### src/rtl/stage_mem_pkg.sv
// Shared definitions for the MEM stage: load/store size codes, FSM states
// and the size decode used by both the stage controller and the lane logic.
package stage_mem_pkg;

  localparam logic [2:0] LB  = 3'd0;
  localparam logic [2:0] LH  = 3'd1;
  localparam logic [2:0] LW  = 3'd2;
  localparam logic [2:0] LBU = 3'd4;
  localparam logic [2:0] LHU = 3'd5;

  typedef enum logic [1:0] {
    MEM_IDLE = 2'd0,
    MEM_REQ  = 2'd1,
    MEM_DONE = 2'd2
  } mem_state_e;

  typedef enum logic [1:0] {
    SIZE_B = 2'd0,
    SIZE_H = 2'd1,
    SIZE_W = 2'd2
  } mem_size_e;

  // Stores reuse the load codes for size; unused codes 3/6/7 act as word.
  function automatic mem_size_e decode_size(input logic [2:0] func3);
    case (func3)
      LB, LBU: return SIZE_B;
      LH, LHU: return SIZE_H;
      LW:      return SIZE_W;
      default: return SIZE_W;
    endcase
  endfunction

endpackage

### src/rtl/stage_mem_align.sv
// Combinational byte-lane logic: store enables/replication, misalignment
// detection and load extraction with sign/zero extension.
module stage_mem_align
  import stage_mem_pkg::*;
(
  input  logic [2:0]  func3,
  input  logic [1:0]  addr_lo,
  input  logic [31:0] store_data,
  input  logic [31:0] load_word,
  output logic [3:0]  be,
  output logic [31:0] wdata,
  output logic        misaligned,
  output logic [31:0] load_data
);

  mem_size_e   size;
  logic        sign_ext;
  logic [7:0]  lane [4];
  logic [7:0]  byte_sel;
  logic [15:0] half_sel;

  assign size     = decode_size(func3);
  assign sign_ext = ~func3[2];

  genvar gi;
  generate
    for (gi = 0; gi < 4; gi++) begin : g_lane
      assign lane[gi] = load_word[8*gi +: 8];
    end
  endgenerate

  assign byte_sel = lane[addr_lo];
  assign half_sel = addr_lo[1] ? load_word[31:16] : load_word[15:0];

  always_comb begin
    be         = 4'hF;
    wdata      = store_data;
    misaligned = 1'b0;
    case (size)
      SIZE_B: begin
        be    = 4'b0001 << addr_lo;
        wdata = {4{store_data[7:0]}};
      end
      SIZE_H: begin
        be         = 4'b0011 << addr_lo;
        wdata      = {2{store_data[15:0]}};
        misaligned = addr_lo[0];
      end
      default: misaligned = |addr_lo;
    endcase
  end

  always_comb begin
    load_data = load_word;
    case (size)
      SIZE_B:  load_data = {{24{sign_ext & byte_sel[7]}}, byte_sel};
      SIZE_H:  load_data = {{16{sign_ext & half_sel[15]}}, half_sel};
      default: load_data = load_word;
    endcase
  end

endmodule

### src/rtl/stage_mem.sv
// MEM stage: runs one request/ready data-memory transaction per load/store,
// stalling the pipeline until the result is ready for write-back.
module stage_mem
  import stage_mem_pkg::*;
#(
  parameter int TIMEOUT = 255
) (
  input  logic        clk,
  input  logic        rstn,
  input  logic        me_valid,
  input  logic        me_mem_read,
  input  logic        me_mem_write,
  input  logic [2:0]  me_func3_code,
  input  logic [31:0] me_alu_o,
  input  logic [31:0] me_regs_data2,
  output logic        dmem_req,
  output logic        dmem_we,
  output logic [31:0] dmem_addr,
  output logic [31:0] dmem_wdata,
  output logic [3:0]  dmem_be,
  input  logic        dmem_ready,
  input  logic [31:0] dmem_rdata,
  output logic        mem_stall,
  output logic [31:0] me_result_o,
  output logic        misalign,
  output logic        bus_err
);

  localparam int CNT_W  = (TIMEOUT > 0) ? $clog2(TIMEOUT + 1) : 1;
  localparam int LAST_I = (TIMEOUT > 0) ? TIMEOUT - 1 : 0;
  localparam logic [CNT_W-1:0] CNT_LAST = LAST_I[CNT_W-1:0];

  mem_state_e        state;
  logic [CNT_W-1:0]  cnt;
  logic [31:0]       rdata_reg;
  logic [2:0]        func3_reg;
  logic [1:0]        addr_lo_reg;
  logic              load_reg;

  logic              access;
  logic              start;
  logic              in_idle;
  logic [2:0]        align_func3;
  logic [1:0]        align_addr_lo;
  logic [3:0]        align_be;
  logic [31:0]       align_wdata;
  logic              align_mis;
  logic [31:0]       load_data;

  assign in_idle = (state == MEM_IDLE);
  assign access  = me_valid & (me_mem_read | me_mem_write);

  // Lane logic sees the live instruction in IDLE and the captured one in DONE.
  assign align_func3   = in_idle ? me_func3_code  : func3_reg;
  assign align_addr_lo = in_idle ? me_alu_o[1:0]  : addr_lo_reg;

  stage_mem_align u_align (
    .func3      (align_func3),
    .addr_lo    (align_addr_lo),
    .store_data (me_regs_data2),
    .load_word  (rdata_reg),
    .be         (align_be),
    .wdata      (align_wdata),
    .misaligned (align_mis),
    .load_data  (load_data)
  );

  assign start       = in_idle & access & ~align_mis;
  assign misalign    = rstn & in_idle & access & align_mis;
  assign mem_stall   = rstn & (start | (state == MEM_REQ));
  assign me_result_o = ((state == MEM_DONE) && load_reg) ? load_data : me_alu_o;

  always_ff @(posedge clk or negedge rstn) begin
    if (!rstn) begin
      state       <= MEM_IDLE;
      cnt         <= '0;
      rdata_reg   <= '0;
      func3_reg   <= '0;
      addr_lo_reg <= '0;
      load_reg    <= 1'b0;
      dmem_req    <= 1'b0;
      dmem_we     <= 1'b0;
      dmem_addr   <= '0;
      dmem_wdata  <= '0;
      dmem_be     <= '0;
      bus_err     <= 1'b0;
    end else begin
      case (state)
        MEM_IDLE: begin
          if (start) begin
            dmem_req    <= 1'b1;
            dmem_we     <= me_mem_write;
            dmem_addr   <= {me_alu_o[31:2], 2'b00};
            dmem_be     <= align_be;
            dmem_wdata  <= align_wdata;
            func3_reg   <= me_func3_code;
            addr_lo_reg <= me_alu_o[1:0];
            load_reg    <= ~me_mem_write;
            cnt         <= '0;
            state       <= MEM_REQ;
          end
        end
        MEM_REQ: begin
          if (dmem_ready) begin
            dmem_req  <= 1'b0;
            rdata_reg <= dmem_rdata;
            state     <= MEM_DONE;
          end else if ((TIMEOUT != 0) && (cnt == CNT_LAST)) begin
            dmem_req  <= 1'b0;
            rdata_reg <= '0;
            bus_err   <= 1'b1;
            state     <= MEM_DONE;
          end else begin
            cnt <= cnt + 1'b1;
          end
        end
        MEM_DONE: begin
          // The pipeline advances on this edge, so never re-issue here.
          bus_err <= 1'b0;
          state   <= MEM_IDLE;
        end
        default: state <= MEM_IDLE;
      endcase
    end
  end

endmodule

### config.mk
export PLATFORM = sky130hd
export DESIGN_NAME = stage_mem
export DESIGN_NICKNAME = d
export VERILOG_FILES = /design/src/rtl/stage_mem_pkg.sv /design/src/rtl/stage_mem_align.sv /design/src/rtl/stage_mem.sv
export SDC_FILE = /design/constraint.sdc
export NUM_CORES = 1
export LEC_CHECK = 0
export ABC_CLOCK_PERIOD_IN_PS = 2150
export CAP_MARGIN = 20
export CORE_MARGIN = 2
export CORE_UTILIZATION = 58
export CTS_CLUSTER_DIAMETER = 50
export DETAILED_ROUTE_END_ITERATION = 12
export DONT_BUFFER_PORTS = 1
export PLACE_DENSITY = 0.76
export SLEW_MARGIN = 20
export SYNTH_ARGS = -nofsm -noshare
export SYNTH_HDL_FRONTEND = slang
export SYNTH_SLANG_ARGS = --single-unit
### constraint.sdc
create_clock -name clk -period 2.15 [get_ports clk]
set_input_delay 0.1075 -clock clk [delete_from_list [all_inputs] [get_ports clk]]
set_output_delay 0.1075 -clock clk [all_outputs]
set_load 0.03 [all_outputs]
Word level (Yosys, flattened, before mapping):

Cells that the tools add are included.

* add/subtract/negate cells: 1
* div/mod/pow operators: 0
* reductions and logical operators: 16
* eq/ne operators: 12
* shift-type cells: 2
* $mul: 0
* $lt $le $gt $ge: 1
* multiplexer cells: 29
* bitwise logic cells: 15

Operators by type and width (number)
* $pmux W32 S2: 2
* $mux W32: 3
* $mux W8: 5
* $bmux W8 S2: 1
* $mux W16: 1
* $pmux W8 S2: 1
* $and A1 B1 Y1: 9
* $add A8 B1 Y8 const B: 1
* $eq A8 B8 Y1 const B: 1
* $mux W2: 4
* $pmux W2 S2: 2
* $pmux W4 S2: 1
* $eq A3 B3 Y1 const B: 2
* $ne A2 B2 Y1 const B: 3
* $pmux W1 S2: 3
* $reduce_and A2 Y1: 3
* $reduce_and A3 Y1: 2
* $reduce_bool A2 Y1: 3
* $reduce_or A2 Y1: 3
* $mux W1: 5
* $eq A2 B1 Y1 const B: 2
* $logic_not A2 Y1: 2
* $reduce_and A4 Y1: 1
* $shl A1 B2 Y4 const A: 1
* 12 further kinds: 15

* register bits after elaboration: 117
* bits in writable memories: 0
* memories: 0
* latch bits: 0
* bits in read-only memories: 0

Longest topological paths before layout:

Gate-level depths: netlist of the first run.

* depth after elaboration: 11
* depth in mapped cells: 8
* gate-level depth less buffers: 7

By module:

From an unflattened synthesis of the first run, not the netlist that was laid out.

* cell total of the unflattened synthesis: 487
* area total of the unflattened synthesis: 5965.7 µm²

Modules (own cells, without submodules)
* stage_mem: seq. area each 2927.8 µm², area each 4911.0 µm², times used 1, cells an instance 335
* stage_mem_align: seq. area each 0.0 µm², area each 1054.8 µm², times used 1, cells an instance 152

Worst setup path after synthesis of the first run:

No wires, ideal clock.

* kind: reg2out
* start: reg state[1]
* end: out me_result_o[18]
* arrival time: 2306 ps
* slack: -264 ps
* cell stages (with the launch flop): 8
* buffers on the path: 2
* path through: dfrtp_1 -> buf_2 -> or4_1 -> o31ai_4 -> o21a_4 -> a31oi_4 -> buf_2 -> a31oi_1

* cells in the longest elaborated chain, start to end: 9
* elaborated cells on any way between the ends: 24
* classes of those cells: eq/ne (5); mux (9); bitwise (4); reduce/logical (6)

RTL lines
* from (decl): RTL line stage_mem.sv:33 `mem_state_e state;`
* from (signal assigned): RTL line stage_mem.sv:75 `state <= MEM_IDLE;`
* from (signal assigned): RTL line stage_mem.sv:100 `state <= MEM_REQ;`
* from (signal assigned): RTL line stage_mem.sv:107 `state <= MEM_DONE;`
* branches (longest 8 deep; another with $pmux W32 S2)
* $mux W32 (*): RTL line stage_mem.sv:71 `assign me_result_o = ((state == MEM_DONE) && load_reg) ? load_data : me_alu_o;`
* to (decl): RTL line stage_mem.sv:24 `output logic [31:0] me_result_o,`

Mark *: on every way between the ends. The select of a mux whose other input is x is not followed.

Worst setup path after layout of the first run:

* start: reg state[1]
* end: out me_result_o[27]

The elaborated chain is that of the path after synthesis.

==> results of run 1 <==
## layer usage
metal | GRT usage | share of wire | vias up
met2 | 0.671 | 0.49 | 492
li1 | - | - | 2256
met1 | 0.476 | 0.34 | 2856
met5 | 0 | 0 | -
met3 | 0.121 | 0.10 | 133
met4 | 0.227 | 0.060 | 0
## logic make-up after synthesis
| group | after synthesis | share of synthesized area |
|---|---|---|
| flops | 117 | 0.484 |
| simple gates | 134 | 0.0977 |
| xor+xnor | 6 | 0.00870 |
| other cells | 1 | 0.000621 |
| compound gates | 117 | 0.148 |
| buf+inv | 51 | 0.0474 |
| mux | 90 | 0.209 |
| fa+ha+maj | 2 | 0.00414 |
## cell usage after synthesis, types with 3 or more instances
master,number
sky130_fd_sc_hd__mux4_2,7
sky130_fd_sc_hd__o21a_1,3
sky130_fd_sc_hd__a22oi_1,9
sky130_fd_sc_hd__mux2i_1,11
sky130_fd_sc_hd__a222oi_1,8
sky130_fd_sc_hd__nor3_1,3
sky130_fd_sc_hd__a22o_1,32
sky130_fd_sc_hd__nor3b_1,3
sky130_fd_sc_hd__buf_8,3
sky130_fd_sc_hd__a31oi_1,19
sky130_fd_sc_hd__a21oi_1,17
sky130_fd_sc_hd__inv_1,13
sky130_fd_sc_hd__mux2_4,49
sky130_fd_sc_hd__o21ai_0,9
sky130_fd_sc_hd__clkbuf_1,15
sky130_fd_sc_hd__nand4_1,4
sky130_fd_sc_hd__xor2_1,5
sky130_fd_sc_hd__nor2_1,42
sky130_fd_sc_hd__nand3_1,7
sky130_fd_sc_hd__a221oi_1,8
sky130_fd_sc_hd__dfrtp_1,117
sky130_fd_sc_hd__mux2_2,23
sky130_fd_sc_hd__buf_4,5
sky130_fd_sc_hd__nand2_1,59
sky130_fd_sc_hd__buf_6,4
sky130_fd_sc_hd__buf_2,10
## layout make-up
type / count / area [um^2]
multi-input combinational: 351 / 3360
sequential: 117 / 2930
timing repair buffer: 193 / 2190
fill: 353 / 937
clock buffer: 23 / 477
tap: 136 / 170
clock inverter: 8 / 123
inverter: 13 / 48.8
## repair_timing
| item | 4_1_cts | 5_1_grt |
|---|---|---|
| setup endpoints to repair | 90 | 104 |
| endpoints found under the hold margin | 224 | 117 |
| gates resized for setup | 81 | 25 |
| pin swaps | 20 | 17 |
| buffers inserted | 17 | 4 |
| gates cloned | 8 | 3 |
## through the flow
step / hold slack [ns] / power, uW / setup TNS [ns]
floorplan: -0.188 / 9180 / -1.74
global placement: -0.186 / 10500 / -0.0835
detailed placement: -0.186 / 10700 / -2.00
CTS: -0.736 / 14800 / -28.57
global route: -0.731 / 16100 / -34.67
finish: -0.715 / 15700 / -31.71
## cell usage in the layout (no fill, tap or decap), types with 9 or more instances in the layout
cell type / Yosys / final
sky130_fd_sc_hd__buf_12: 0 / 15
sky130_fd_sc_hd__a31oi_4: 1 / 15
sky130_fd_sc_hd__nand2_1: 59 / 53
sky130_fd_sc_hd__buf_6: 4 / 29
sky130_fd_sc_hd__a21oi_2: 1 / 17
sky130_fd_sc_hd__nor2_1: 42 / 41
sky130_fd_sc_hd__inv_1: 13 / 13
sky130_fd_sc_hd__clkbuf_16: 0 / 19
sky130_fd_sc_hd__mux2_2: 23 / 23
sky130_fd_sc_hd__mux2_4: 49 / 49
sky130_fd_sc_hd__dfrtp_1: 117 / 115
sky130_fd_sc_hd__a22o_1: 32 / 32
sky130_fd_sc_hd__buf_4: 5 / 35
sky130_fd_sc_hd__dlygate4sd3_1: 0 / 101
sky130_fd_sc_hd__mux2i_1: 11 / 9
## final timing paths
kind / end / slack (ns) / depth (start not counted)
max: me_result_o[27] / -0.67 / 10
min: dmem_addr[16] / -0.71 / 0
max reg2reg: dmem_wdata[6] / -0.22 / 8
min reg2reg: rdata_reg[11] / 0.56 / 1
max in group asynchronous: state[0] / 2.67 / 0
min in group clk: dmem_be[0] / 0.09 / 5
## critical path, cell delays in order, from the launching register on
cell and delay [ns]:
sky130_fd_sc_hd__dfrtp_2 0.47, sky130_fd_sc_hd__buf_4 0.18, sky130_fd_sc_hd__nor3b_1 0.22, sky130_fd_sc_hd__buf_4 0.18
sky130_fd_sc_hd__o21ai_1 0.15, sky130_fd_sc_hd__nand3_4 0.16, sky130_fd_sc_hd__a31oi_4 0.11, sky130_fd_sc_hd__buf_6 0.15
sky130_fd_sc_hd__clkbuf_16 0.15, sky130_fd_sc_hd__buf_12 0.13, sky130_fd_sc_hd__a31oi_4 0.29
## where the power goes
group          total (uW)  switching (uW)  internal [uW]  leakage (uW)
clock network        2930            1050           1880      0.000286
logic                6920            3370           3550       0.00229
registers            5850            2630           3230       0.00142
total               15700            7040           8660       0.00400
==> impl_metrics.toml, run 1 <==
[synth]
synth_edf_count = 0
syn-cell-area_mm2 = 0.00604
synth-main-ff-cell = "sky130_fd_sc_hd__dfrtp_1"
post_synth_main_area_contributors = "sky130_fd_sc_hd__dfrtp_1, sky130_fd_sc_hd__mux2_4, sky130_fd_sc_hd__a22o_1"
syn_inst_count = 518
synthesis.area_per_instance_um2 = 11.7
synth_area_leader_cell = "sky130_fd_sc_hd__dfrtp_1"
yosys_register_bits = 117
async_reset_ff_frac = 1.00
ys_warn_count = 0
synth.yosys.seq_area_share = 0.484
synth_top_cell_area_share = 0.484
yosys.cell_types.count = 53

[drt]
via_density_per_instance = 6.82
drtPass1Iterations = 5
dr_total_vias = 5737
remaining_drc_errors = 0
wire_per_inst_um = 29.2
drt_iter0_drc = 624
route.final.wire_length_um = 24500
drtAntennaViolNets = 0

[power]
power.static_leakage_uw = 0.00400
ir_worst_vdd_v = 0.00110
power.density_cell_area_mw_per_mm2 = 1690

[cells_and_area]
share_of_layout_cells_above_drive_strength_1 = 0.389
layoutNonFillerInstCount = 841
diodes = 0
post_route_utilization = 0.908
post-route-cell-area_mm2 = 0.00929
final_nets = 800
area_delta_synth_final_pct = 53.8

[global_route]
antenna_found_initial = 0
maximum_number_of_pins_on_one_net_before_global_route_repair = 120
global_route.overflow_total = 0
wire_length_of_the_first_global_routing_pass_um = 34300
grt.total_usage = 0.407
first_global_vias = 5974

[placed_design]
globalplace.congestion = 0.917
dpl-instance-area_mm2 = 0.00687
preCtsSetupSlack_ns = -0.0896
detailed_place_hpwl_um = 12100
port_buffers = 0
dpl.cell_count = 681

[timing]
fin_ws_ns = -0.668
crit_path_time_final_ns = 2.82
final_max_slew_viol_count = 0
clock.fmax_ghz = 0.355
report.final.hold_viol_count = 117
hold-worst-slack_ns = -0.715
rsz0062_at_grt = "yes"
timing.final.crit_share = 1.31
slew-limit-headroom = 0.628
worst_pin_slew_ns = 0.552
timing.clock.skew_ns = 0.0138
setup_viol_count_final = 102

[cts]
cts_made_buffers = 17
clock_insertion_delay_worst_skew_ns = 0.52
cts_hold_buf = 101
htree_levels = 4
numClockSinks = 117
clkTransAtPathRegs_ns = 0.06
clock_tree_from_tritoncts = "built"
cts-root-to-sink-buffers = 2
ctsRootBufferMaster = "sky130_fd_sc_hd__clkbuf_8"

[worst_setup_path]
worstSetupPathType = "register to output port"
crit_path_max_fanout = 8
timing.critical_path.from = "state[1]"
worst-endpoint-arrival_ns = 2.71
startpoint_type = "register"
cp.required_ns = 2.04
critical_path.reg2reg.startpoint = "state[0]"
worst_setup_path_end_kind = "output port"

[outcome]
run_status = "finished with violations"
violations = "negative hold slack, negative setup slack"

[hold_path]
type_of_the_worst_min_delay_path = "primary input to asynchronous set/reset pin"

[floorplan]
floorplan.initialDensity = 0.591
dieHeight_um = 106
rows = 37
pin_count = 210
core_mm2 = 0.0102
die_w_um = 106
fp.dieArea_mm2 = 0.0113

[flow_run]
drv.max_cap_violation_count = 0
(Power assumes the default switching activity.)
==> inputs of run 2 (changes only) <==
CELL_PAD_IN_SITES_DETAIL_PLACEMENT = 0   (was not set)
CELL_PAD_IN_SITES_GLOBAL_PLACEMENT = 1   (was not set)
CORE_UTILIZATION = 44   (was 58)
PLACE_DENSITY = not set   (was 0.76)
PLACE_DENSITY_LB_ADDON = 0.1   (was not set)
==> run 2 against run 1 <==
  * The run still ends with negative hold slack, negative setup slack left
  * Worst setup slack better by 0.27 ns
  * Sequential power shrank 3.4%
  * Sequential cell count unchanged
  * Final area up 0.44%
  * Sequential share of layout area is 0.14 points lower
  * Clock power down 11%
  * Global-route usage decreased by 13 points
  * Power down 5.1%
  * Critical path depth fell by 2
  * Maximum frequency up 11%
  * Largest cell class unchanged
  * Largest power group unchanged
==> impl_metrics.toml, run 2 (synthesis gave the netlist of run 1 again) <==
[timing]
final_max_slew_viol_count = 0
worst_pin_slew_ns = 0.650
timing.clock.skew_ns = 0.00800
fin_ws_ns = -0.393
crit_path_time_final_ns = 2.54
clock.fmax_ghz = 0.393
timing.final.crit_share = 1.18
rsz0062_at_grt = "yes"
hold-worst-slack_ns = -0.614
slew-limit-headroom = 0.562
setup_viol_count_final = 104
report.final.hold_viol_count = 117

[power]
power.static_leakage_uw = 0.00399
p_clk_frac = 0.175
ir_worst_vdd_v = 0.000789
combinational_fraction_of_design_power = 0.446
switching_component_of_the_power_uw = 6380
power.switching_fraction = 0.428
power.internal_uw = 8520
share_seq_of_total_power = 0.379
power.density_cell_area_mw_per_mm2 = 1600
design_power_total_uw = 14900

[placed_design]
dpl.cell_count = 718
detailed_place_hpwl_um = 12100
globalplace.congestion = 0.816
port_buffers = 0

[global_route]
antenna_found_initial = 0
global_route.overflow_total = 0
wire_length_of_the_first_global_routing_pass_um = 30200
maximum_number_of_pins_on_one_net_before_global_route_repair = 120
first_global_vias = 5301
grt.total_usage = 0.274

[worst_setup_path]
worst_setup_path_end_kind = "output port"
worst-endpoint-arrival_ns = 2.44
worstSetupPathType = "register to output port"
critical_path_s_slowest_cell = "sky130_fd_sc_hd__or4_4"
path_cells = "or4_4, o31ai_4, o21a_4, a31oi_4, buf_12, buf_12, buf_12, a31oi_4"
crit_path_max_incr_delay_ns = 0.50
cp_common_cell = "sky130_fd_sc_hd__buf_12"
cp.required_ns = 2.04
startpoint_type = "register"
crit_path_max_fanout = 6

[floorplan]
pin_count = 210
fp.dieArea_mm2 = 0.0147
die_w_um = 121
dieHeight_um = 121
floorplan.initialDensity = 0.453
core_mm2 = 0.0133
rows = 42

[drt]
drtPass1Iterations = 5
wire_per_inst_um = 22.9
route.final.wire_length_um = 20100
drt_iter0_drc = 374
drtAntennaViolNets = 0
remaining_drc_errors = 0
dr_total_vias = 5069
via_density_per_instance = 5.77

[cts]
numClockSinks = 117
clkTransAtPathRegs_ns = 0.05
clock_tree_from_tritoncts = "built"
ctsRootBufferMaster = "sky130_fd_sc_hd__clkbuf_16"
cts-root-to-sink-buffers = 2
htree_levels = 4
cts_made_buffers = 17
cts_hold_buf = 101
clock_insertion_delay_worst_skew_ns = 0.42

[cells_and_area]
diodes = 0
sequential_cell_area_mm2 = 0.00293
total_area_of_multi_input_combinational_cells_mm2 = 0.00339
share_of_layout_cells_above_drive_strength_1 = 0.397
final_nets = 799
area_delta_synth_final_pct = 54.5
nFillCells = 935
layoutNonFillerInstCount = 879
layout.cells.most_common = "sky130_fd_sc_hd__dfrtp_1"
final_cell_mix = "sky130_fd_sc_hd__dfrtp_1, sky130_fd_sc_hd__dlygate4sd3_1, sky130_fd_sc_hd__mux2_4, sky130_fd_sc_hd__nand2_1, sky130_fd_sc_hd__nor2_1"

[outcome]
run_status = "finished with violations"
violations = "negative hold slack, negative setup slack"

[flow_run]
drv.max_cap_violation_count = 0

[hold_path]
type_of_the_worst_min_delay_path = "primary input to asynchronous set/reset pin"
[run 2: area by class of cell]
type,count,share of cell area
multi-input combinational,351,0.363
inverter,13,0.00523
tap,176,0.0236
timing repair buffer,192,0.237
clock inverter,5,0.00536
sequential,117,0.314
clock buffer,25,0.0520
[run 2: worst paths after layout]
path / start / endpoint / slack [ns] / cells past startpoint
min: rstn / dmem_addr[3] / -0.61 / 0
max in group asynchronous: rstn / state[0] / 2.52 / 0
max: state[0] / me_result_o[20] / -0.39 / 8
min reg2reg: rdata_reg[14] / rdata_reg[14] / 0.55 / 1
max reg2reg: state[1] / dmem_addr[19] / -0.24 / 9
min in group clk: dmem_ready / cnt[0] / 0.06 / 4
[run 2: critical path, delay by kind of cell (launching register included)]
family	cells	cell delay, ns
simple gates	1	0.50
compound gates	4	0.66
flops	1	0.44
buf+inv	3	0.42
[run 2: power by group through the flow]
stage / Combinational, uW / Clock, uW / Sequential, uW
6_report: 6640 / 2610 / 5650
4_1_cts: 6090 / 2640 / 5590
3_3_place_gp: 5050 / 0 / 5540
2_1_floorplan: 3990 / 0 / 5180
3_5_place_dp: 5140 / 0 / 5570
5_1_grt: 7040 / 2760 / 5760
[run 2: metal layers]
| layer | global-route usage | up-vias | wire, um |
|---|---|---|---|
| met5 | 0 | - | 0 |
| met4 | 0.0862 | 0 | 348 |
| met3 | 0.0705 | 28 | 1310 |
| met2 | 0.447 | 204 | 9780 |
| met1 | 0.357 | 2590 | 8670 |
| li1 | - | 2247 | - |
[run 2: stage by stage]
| stage | hold slack (ns) | cell area (um^2) | utilization | setup WS [ns] | TNS, ns |
|---|---|---|---|---|---|
| finish | -0.614 | 9340 | 0.699 | -0.393 | -23.10 |
| global route | -0.636 | 9340 | 0.699 | -0.456 | -29.57 |
| CTS | -0.626 | 9010 | 0.675 | -0.398 | -16.96 |
| detailed placement | -0.185 | 6900 | 0.517 | -0.0621 | -2.03 |
| global placement | -0.186 | 6900 | 0.517 | -0.0401 | -1.29 |
| floorplan | -0.188 | 6330 | - | -0.101 | -1.74 |
[run 2: what timing repair did]
item	in CTS	in global routing
endpoints found under the setup margin	86	112
pin swaps	21	22
hold endpoints to repair	220	117
cloned	6	3
gates resized for setup	54	66
buffers inserted	15	10
==> inputs of run 3 (changes only) <==
BUFFER_PORTS_ARGS = -buffer_cell sky130_fd_sc_hd__buf_2   (was not set)
CORE_UTILIZATION = 35   (was 44)
DONT_BUFFER_PORTS = not set   (was 1)
==> run 3 against run 2 <==
  * The flow finishes with violations (negative setup slack)
  * Count of clock-buffer cells in the layout decreased by 6
  * Worst setup slack improved by 0.053 ns
  * Clock power increased by 6%
  * Final cell count increased by 26%
  * Critical path depth unchanged
  * Register-to-register slack improved by 0.02 ns
  * Sequential cell count unchanged
  * Via count increased by 11%
  * Non-clock buffer count increased by 177
  * Core utilization decreased by 8.9 points
  * Critical path type unchanged
  * Largest power group unchanged
==> impl_metrics.toml, run 3 (synthesis gave the netlist of run 1 again) <==
[worst_setup_path]
worst-endpoint-arrival_ns = 2.38
crit_path_max_incr_delay_ns = 0.50
path_cells = "or2_4, mux2i_4, buf_12, buf_12, mux4_2, nand2_2, a21oi_2, buf_6"
startpoint_type = "register"
worst_setup_path_end_kind = "output port"
critical_path_s_slowest_cell = "sky130_fd_sc_hd__mux4_2"
cp.required_ns = 2.04
crit_path_max_fanout = 6
worstSetupPathType = "register to output port"
cp_common_cell = "sky130_fd_sc_hd__buf_12"

[drt]
remaining_drc_errors = 0
wire_per_inst_um = 20.0
route.final.wire_length_um = 22100
via_density_per_instance = 5.09
dr_total_vias = 5633
drtAntennaViolNets = 0
drt_iter0_drc = 293
drtPass1Iterations = 7

[outcome]
run_status = "finished with violations"
violations = "negative setup slack"

[timing]
final_max_slew_viol_count = 0
hold-worst-slack_ns = 0.0154
fin_setup_tns_ns = -19.52
worst_pin_slew_ns = 0.663
rsz0062_at_grt = "yes"
setup_viol_count_final = 105
clock.fmax_ghz = 0.402
timing.final.crit_share = 1.16
timing.clock.skew_ns = 0.00684
slew-limit-headroom = 0.558
report.final.hold_viol_count = 0
fin_ws_ns = -0.340
crit_path_time_final_ns = 2.49

[cts]
clock_tree_from_tritoncts = "built"
cts_made_buffers = 17
clkTransAtPathRegs_ns = 0.06
htree_levels = 4
cts-root-to-sink-buffers = 2
numClockSinks = 117
clock_insertion_delay_worst_skew_ns = 0.42
ctsRootBufferMaster = "sky130_fd_sc_hd__clkbuf_16"

[cells_and_area]
nFillCells = 1390
layout.cells.most_common = "sky130_fd_sc_hd__buf_2"
post_route_utilization = 0.610
share_of_layout_cells_above_drive_strength_1 = 0.548
layoutNonFillerInstCount = 1106
final_nets = 976
area_delta_synth_final_pct = 72.8
diodes = 0
final_cell_mix = "sky130_fd_sc_hd__buf_2, sky130_fd_sc_hd__dfrtp_1, sky130_fd_sc_hd__dlygate4sd3_1, sky130_fd_sc_hd__mux2_4, sky130_fd_sc_hd__buf_6"

[floorplan]
fp.dieArea_mm2 = 0.0183
rows = 48
floorplan.initialDensity = 0.353
pin_count = 210
die_w_um = 135
dieHeight_um = 135
core_mm2 = 0.0171

[power]
power.static_leakage_uw = 0.00480
power.density_cell_area_mw_per_mm2 = 1570
ir_worst_vdd_v = 0.000785

[global_route]
wire_length_of_the_first_global_routing_pass_um = 33000
antenna_found_initial = 0
global_route.overflow_total = 0
grt.total_usage = 0.240
maximum_number_of_pins_on_one_net_before_global_route_repair = 52
first_global_vias = 5760

[placed_design]
port_buffers = 207
preCtsSetupSlack_ns = -0.0821
dpl.cell_count = 951
detailed_place_hpwl_um = 14400
globalplace.congestion = 0.908

[flow_run]
drv.max_cap_violation_count = 0

[hold_path]
type_of_the_worst_min_delay_path = "primary input to register"
-- run 3: cell types whose count changed in the layout (fill, tap and decap cells not counted), moves of 5 or more --
| cell | before | now |
|---|---|---|
| sky130_fd_sc_hd__a21oi_2 | 16 | 9 |
| sky130_fd_sc_hd__a21oi_4 | 1 | 8 |
| sky130_fd_sc_hd__buf_2 | 0 | 172 |
| sky130_fd_sc_hd__buf_6 | 31 | 55 |
| sky130_fd_sc_hd__dlygate4sd3_1 | 101 | 78 |
| sky130_fd_sc_hd__mux2_2 | 19 | 14 |
| sky130_fd_sc_hd__mux2_4 | 53 | 58 |
| sky130_fd_sc_hd__nor2_1 | 37 | 42 |
| sky130_fd_sc_hd__nor2_4 | 6 | 1 |
-- run 3: final timing paths --
kind	start	endpoint	slack (ns)	depth (start not counted)
worst max register to register	state[0]	dmem_addr[11]	-0.22	10
worst max-delay path	state[1]	me_result_o[4]	-0.34	8
max in group asynchronous	rstn	state[1]	1.18	3
min in group asynchronous	rstn	dmem_be[1]	0.10	2
worst min-delay path	me_regs_data2[22]	dmem_wdata[22]	0.02	4
worst min register to register	dmem_req	dmem_req	0.48	1
-- run 3: worst max-delay path: cells and delay by family (launching register included) --
family / cells / cell delay (ns)
AND/OR/NAND/NOR: 2 / 0.38
buffers and inverters: 3 / 0.40
multiplexers: 2 / 0.69
AO/OA/AOI/OAI: 1 / 0.06
flip-flops: 1 / 0.44
-- run 3: power by group --
| group | total [uW] | switching [uW] | internal, uW |
|---|---|---|---|
| registers | 4190 | 933 | 3250 |
| logic | 9450 | 4930 | 4530 |
| clock network | 2760 | 1040 | 1730 |
| total | 16400 | 6900 | 9510 |
-- run 3: area by class of cell --
cell class	instances	area [um^2]	share of cell area
clock buffers	19	443	0.0424
clock inverters	12	131	0.0126
inverters	13	48.8	0.00467
multi-input cells	351	3440	0.329
flip-flops and latches	117	2930	0.281
well taps	225	282	0.0270
repair buffers	369	3170	0.303
-- run 3: metal layers --
metal  GRT usage  part of all wire  vias to the layer above
met5           0                 0                        -
met4      0.0787             0.015                        0
met3      0.0494             0.051                       23
met2       0.368              0.46                      204
met1       0.340              0.48                     2791
li1            -                 -                     2615
-- run 3: what timing repair did --
| item | CTS | global route |
|---|---|---|
| hold endpoints to repair | 193 | 0 |
| gates resized for setup | 165 | 41 |
| cloned | 12 | 2 |
| hold buffers | 78 | 0 |
| setup endpoints to repair | 89 | 115 |
| setup buffers | 29 | 15 |
| pin swaps | 29 | 35 |
-- run 3: per-stage QoR --
step / area [um^2] / total power (uW)
after floorplan: 6330 / 9180
after global placement: 7800 / 11500
after detailed placement: 7800 / 11600
after CTS: 10300 / 16200
after global routing: 10400 / 17200
final: 10400 / 16400
